## config.mk

```make
export PLATFORM = sky130hd
export DESIGN_NAME = seg_code_counter_flat
export DESIGN_NICKNAME = d
export VERILOG_FILES = /design/src/rtl/seg_code_counter_if.sv /design/src/rtl/seg_code_counter.sv /design/src/flat_wrapper.sv
export SDC_FILE = /design/constraint.sdc
export NUM_CORES = 1
export LEC_CHECK = 0
export ABC_AREA = 1
export CORE_MARGIN = 5
export CORE_UTILIZATION = 45
export DETAILED_ROUTE_END_ITERATION = 6
export PLACE_DENSITY = 0.72
export SYNTH_ARGS = -nofsm -noshare
export SYNTH_HDL_FRONTEND = slang
export SYNTH_SLANG_ARGS = --single-unit
```

## constraint.sdc

```tcl
create_clock -name clk -period 1.33 [get_ports clk]
set_input_delay 0.266 -clock clk [delete_from_list [all_inputs] [get_ports clk]]
set_output_delay 0.266 -clock clk [all_outputs]
set_load 0.005 [all_outputs]
```

## src/rtl/seg_code_counter_if.sv

```systemverilog
`default_nettype none
// ============================================================================
// Module   : seg_code_counter_if
// Brief    : Control/status bundle between the code counter and its user:
//            button, direction, preload and range in; code bits and status
//            pulses out.
// Revision : 1.0 - initial release
// ============================================================================
interface seg_code_counter_if;
  logic       btn;       // raw start/stop button, asynchronous to clk
  logic       up;        // 1 = increment, 0 = decrement
  logic       load;      // synchronous preload strobe
  logic [2:0] load_val;  // preload value
  logic [2:0] max;       // terminal value, range is 0..max
  logic       b;         // code bit 2 (MSB)
  logic       c;         // code bit 1
  logic       d;         // code bit 0 (LSB)
  logic       run;       // high while running
  logic       tick;      // one-cycle pulse per count step
  logic       wrap;      // one-cycle pulse on a wrapping step

  // Driver side (stimulus / upstream control)
  modport master (
    output btn, up, load, load_val, max,
    input  b, c, d, run, tick, wrap
  );

  // Counter side
  modport slave (
    input  btn, up, load, load_val, max,
    output b, c, d, run, tick, wrap
  );
endinterface
`default_nettype wire

```

## src/rtl/seg_code_counter.sv

```systemverilog
`default_nettype none
// ============================================================================
// Module   : seg_code_counter
// Brief    : Prescaled 3-bit up/down code counter with programmable terminal
//            value, synchronous preload and a button-toggled run state.
//            Feeds the two-digit seven-segment array decoder.
// Revision : 1.0 - initial release
// ============================================================================
module seg_code_counter #(
  parameter int PRESCALE = 4,  // clk cycles per count step, 1..255
  parameter int PS_W     = 8   // prescaler width, 2**PS_W >= PRESCALE
) (
  input  wire                  clk,
  input  wire                  rst_n,
  seg_code_counter_if.slave    bus
);

  typedef enum logic [0:0] {
    STOPPED = 1'b0,
    RUNNING = 1'b1
  } state_t;

  localparam logic [PS_W-1:0] C_PS_LAST = PS_W'(PRESCALE - 1);

  state_t          state_q, state_d;
  logic [2:0]      btn_sync_q;           // [0],[1] synchronizer, [2] edge history
  logic [PS_W-1:0] ps_q, ps_d;
  logic [2:0]      count_q, count_d;
  logic            tick_q, tick_d;
  logic            wrap_q, wrap_d;
  logic            rise;
  logic            step;

  // Button synchronizer plus one extra flop for rising-edge detection
  always_ff @(posedge clk or negedge rst_n) begin
    if (!rst_n) begin
      btn_sync_q <= 3'b000;
    end else begin
      btn_sync_q <= {btn_sync_q[1:0], bus.btn};
    end
  end

  assign rise = btn_sync_q[1] & ~btn_sync_q[2];

  // State, prescaler, count and status pulse registers
  always_ff @(posedge clk or negedge rst_n) begin
    if (!rst_n) begin
      state_q <= STOPPED;
      ps_q    <= '0;
      count_q <= 3'd0;
      tick_q  <= 1'b0;
      wrap_q  <= 1'b0;
    end else begin
      state_q <= state_d;
      ps_q    <= ps_d;
      count_q <= count_d;
      tick_q  <= tick_d;
      wrap_q  <= wrap_d;
    end
  end

  // Next-state logic: run toggle, prescaler, preload and wrap-aware stepping
  always_comb begin
    state_d = state_q;
    ps_d    = ps_q;
    count_d = count_q;
    tick_d  = 1'b0;
    wrap_d  = 1'b0;

    // Run state toggles on every button rise, independent of LOAD
    if (rise) begin
      state_d = (state_q == STOPPED) ? RUNNING : STOPPED;
    end

    step = (state_q == RUNNING) && (ps_q == C_PS_LAST);

    if (bus.load) begin
      // Preload wins over any coincident step; the value is clamped to max
      count_d = (bus.load_val > bus.max) ? bus.max : bus.load_val;
      ps_d    = '0;
    end else begin
      if (state_q == RUNNING) begin
        ps_d = step ? '0 : ps_q + 1'b1;
        // Leaving RUNNING restarts the period from zero next time
        if (rise) begin
          ps_d = '0;
        end
      end

      if (step) begin
        tick_d = 1'b1;
        if (bus.up) begin
          if (count_q >= bus.max) begin
            count_d = 3'd0;
            wrap_d  = 1'b1;
          end else begin
            count_d = count_q + 3'd1;
          end
        end else begin
          // A count left above a lowered max also wraps back to max
          if ((count_q == 3'd0) || (count_q > bus.max)) begin
            count_d = bus.max;
            wrap_d  = 1'b1;
          end else begin
            count_d = count_q - 3'd1;
          end
        end
      end
    end
  end

  assign bus.b    = count_q[2];
  assign bus.c    = count_q[1];
  assign bus.d    = count_q[0];
  assign bus.run  = (state_q == RUNNING);
  assign bus.tick = tick_q;
  assign bus.wrap = wrap_q;

endmodule
`default_nettype wire

```

## src/flat_wrapper.sv

```systemverilog
// flat-port wrapper written by rule: the top's interface ports become plain ports
module seg_code_counter_flat 
#(
  parameter int PRESCALE = 4,                                      
  parameter int PS_W     = 8                                          
)
  (clk, rst_n, bus_btn, bus_up, bus_load, bus_load_val, bus_max, bus_b, bus_c, bus_d, bus_run, bus_tick, bus_wrap);
  seg_code_counter_if bus_i ();
  input  wire clk;
  input  wire rst_n;
  input wire logic [$bits(bus_i.btn)-1:0] bus_btn;
  input wire logic [$bits(bus_i.up)-1:0] bus_up;
  input wire logic [$bits(bus_i.load)-1:0] bus_load;
  input wire logic [$bits(bus_i.load_val)-1:0] bus_load_val;
  input wire logic [$bits(bus_i.max)-1:0] bus_max;
  output wire logic [$bits(bus_i.b)-1:0] bus_b;
  output wire logic [$bits(bus_i.c)-1:0] bus_c;
  output wire logic [$bits(bus_i.d)-1:0] bus_d;
  output wire logic [$bits(bus_i.run)-1:0] bus_run;
  output wire logic [$bits(bus_i.tick)-1:0] bus_tick;
  output wire logic [$bits(bus_i.wrap)-1:0] bus_wrap;
  assign bus_i.btn = bus_btn;
  assign bus_i.up = bus_up;
  assign bus_i.load = bus_load;
  assign bus_i.load_val = bus_load_val;
  assign bus_i.max = bus_max;
  assign bus_b = bus_i.b;
  assign bus_c = bus_i.c;
  assign bus_d = bus_i.d;
  assign bus_run = bus_i.run;
  assign bus_tick = bus_i.tick;
  assign bus_wrap = bus_i.wrap;
  seg_code_counter #(.PRESCALE(PRESCALE), .PS_W(PS_W)) u_core (.clk(clk), .rst_n(rst_n), .bus(bus_i));
endmodule
```

==> results of run 1 <==
[routing by layer]
layer / global-route usage / up-vias
li1: - / 526
met1: 0.2078 / 492
met2: 0.2870 / 16
met3: 0.03672 / 7
met4: 0.09810 / 0
met5: 0 / -
[power by group through the flow]
stage / registers [mW] / clock network (mW) / logic, mW
after floorplan: 0.598 / 0 / 0.284
after global placement: 0.592 / 0 / 0.497
after detailed placement: 0.592 / 0 / 0.513
after CTS: 0.573 / 0.299 / 0.656
after global routing: 0.580 / 0.331 / 0.759
final: 0.575 / 0.284 / 0.687
[final timing paths]
check,from,end,slack (ps),cells past startpoint
max in group asynchronous,rst_n,u_core.count_q[2],850,2
min in group clk,u_core.btn_sync_q[0],u_core.btn_sync_q[1],360,0
worst min register to register,u_core.btn_sync_q[0],u_core.btn_sync_q[1],360,0
worst min-delay path,rst_n,u_core.ps_q[6],270,2
worst max register to register,u_core.count_q[2],u_core.count_q[0],-230,11
worst max-delay path,u_core.count_q[2],u_core.count_q[0],-230,11
[flip-flops by register name, summed over array words and instances, names as in the netlist]
name / flops
u_core.count_q: 3
u_core.btn_sync_q: 3
u_core.bus.tick: 1
u_core.bus.run: 1
u_core.ps_q: 8
u_core.bus.wrap: 1
[worst max-delay path, cell delays in order (launching register included)]
cell and delay, ps:
dfrtp_2 420, buf_6 120, ha_4 240, a21oi_4 170, nand2_4 80, nor2_4 110
nand2_2 70, nand2_2 70, nand2_1 50, nand2_1 50, nand2_1 60, nand2_1 70
[cell families after synthesis]
family          synth area share
compound gates           0.06472
flops                     0.3795
fa+ha+maj                 0.1116
simple gates              0.3125
buf+inv                  0.06919
xor+xnor                 0.06250
[final cells by class]
type	instances	area [µm²]	area share
multi-input cells	100	758.2	0.4601
flip-flops and latches	17	426.7	0.2589
repair buffers	38	320.3	0.1944
inverters	20	77.57	0.04708
well taps	30	37.54	0.02278
clock buffers	3	22.52	0.01367
clock inverters	1	5.005	0.003037
[metrics by stage]
step / utilization / hold slack (ps)
after floorplan: - / -29.59
final: 0.6775 / 273.4
after CTS: 0.6641 / 274.2
after global routing: 0.6775 / 273.0
after global placement: 0.6013 / 342.8
after detailed placement: 0.6013 / 338.8
[placed cells by master, fill, tap and decap left out, types with 7 or more instances in the layout]
master           instances
buf_4                   19
nand3_1                  8
clkdlybuf4s50_1          7
nand2_1                 20
nand3_2                  7
ha_1                     7
inv_1                   12
dfrtp_1                 16
nor2_1                  10
xor2_1                   7
[repair_timing]
action,in CTS,in global routing
gates cloned,0,0
setup buffers,6,3
hold buffers,0,0
endpoints found under the setup margin,14,13
gates resized for setup,39,9
pin swaps,8,6
==> qor.csv, run 1 <==
metric,value,unit
max layer used,met4,
static leakage,0.8063,nW
syn avg cell area,8.183,µm²
Layout Area Growth over Synthesis,46.99,%
Final min period,1556,ps
Hold Crit Class,in -> async,
failing checks,setup timing,
Syn Nets,158,
n_diodes,0,
# IOs,17,
"Worst Path Class, Setup",reg -> reg,
Netlist Area Pre-Place,1121,µm²
worst-case clock buffer depth,2,
DRC,0,
die area,3589,µm²
Crit. End Element,flip-flop,
IO buf count,16,
dpl hpwl,1.910,mm
period utilisation layout,1.170,
core area,2432,µm²
yosys warns,0,
Initial Utilization,0.4609,
Post-synth EDFFs,0,
clock root cell,clkbuf_4,
Setup TNS,-860.9,ps
Cells after Synth,137,
sequential area share after synthesis,0.3795,
Cell Rows,18,
most common cell in the netlist,nand2_1,
cell internal pwr,0.9834,mW
Seq cells post-synth,17,
post-placement cell count,198,
Hold Fails Final Rpt,0,
Clock Skews,6.630,ps
Final ANT Viol Nets,0,
Clk network pwr share,0.184,
setup slack after layout,-225.6,ps
Worst Path Arrival,1800,ps
wl on met1,1.106,mm
fillers,186,
"Cell Area, Placed",1463,µm²
worst slew pin tran,322.6,ps
status,finished with violations,
Non-Filler Instances,209,
"wirelength, routed",2.680,mm
DR WL/cell,12.82,µm
Setup Slack @ Placement,-679.2,ps
1st-iter DRT viols,20,
combinational share of power,0.444,
antenna violations before repair,0,
routed vias,1041,
Max Clock Freq,642.8,MHz
RSZ-0062 raised after global routing,true,
biggest area consumer among synthesized cells,dfrtp_1,
vias per cell,4.981,
share of layout cells above drive strength 1,0.3966,
Seq pwr share,0.372,
final setup fails,10,
max cap viols,0,
CTS tree,done,
Vert. Die Dim,59.91,µm
clk_lat worst skew,310,ps
met2 wire len,1.408,mm
Total Power,1.547,mW
pwr dens,938.6,nW/µm²
largest net degree at the start of global routing,18,
Clock transition at path regs,100,ps
VDD IR max,0.8457,mV
final slew viol count,0,
fin area,1648,µm²
first-pass GRT wire length,4.643,mm
clk sink count,17,
Switch Pwr,0.5632,mW
CP Launch Type,flip-flop,
sw frac,0.3641,
Placer Congestion,0.9037,
crit path max fanout,3,
Layout Nets,201,
asr flop ratio synth,1.000,
Yosys top cell area share,0.3795,
Worst Path Required,1570,ps
H-tree levels,1,
Inserted Clock Buffers,3,
Yosys cell types,25,
grt total ovfl,0,
met3 routed WL,106,µm
number of global-route vias before repair,1060,
relative slew slack,0.7842,
DIE WIDTH,59.91,µm
GRT Total Usage,0.1740,
DRT Pass-1 Iters,4,
leading post-synthesis cells by cell area,"dfrtp_1, ha_1, nand2_1, nand3_1, inv_1",
most frequent cells after synthesis,"nand2_1, dfrtp_1, inv_1",
top_reg_cell synth,dfrtp_1,
(Power assumes the default switching activity.)
==> inputs of run 2 (changes only) <==
--- a/config.mk
+++ b/config.mk
@@ -9,6 +9,7 @@
 export CORE_MARGIN = 5
 export CORE_UTILIZATION = 45
 export DETAILED_ROUTE_END_ITERATION = 6
+export GPL_TIMING_DRIVEN = 1
 export PLACE_DENSITY = 0.72
 export SYNTH_ARGS = -nofsm -noshare
 export SYNTH_HDL_FRONTEND = slang
==> results of run 2 <==
Final layout, timing and power as in run 1 (identical DEF).
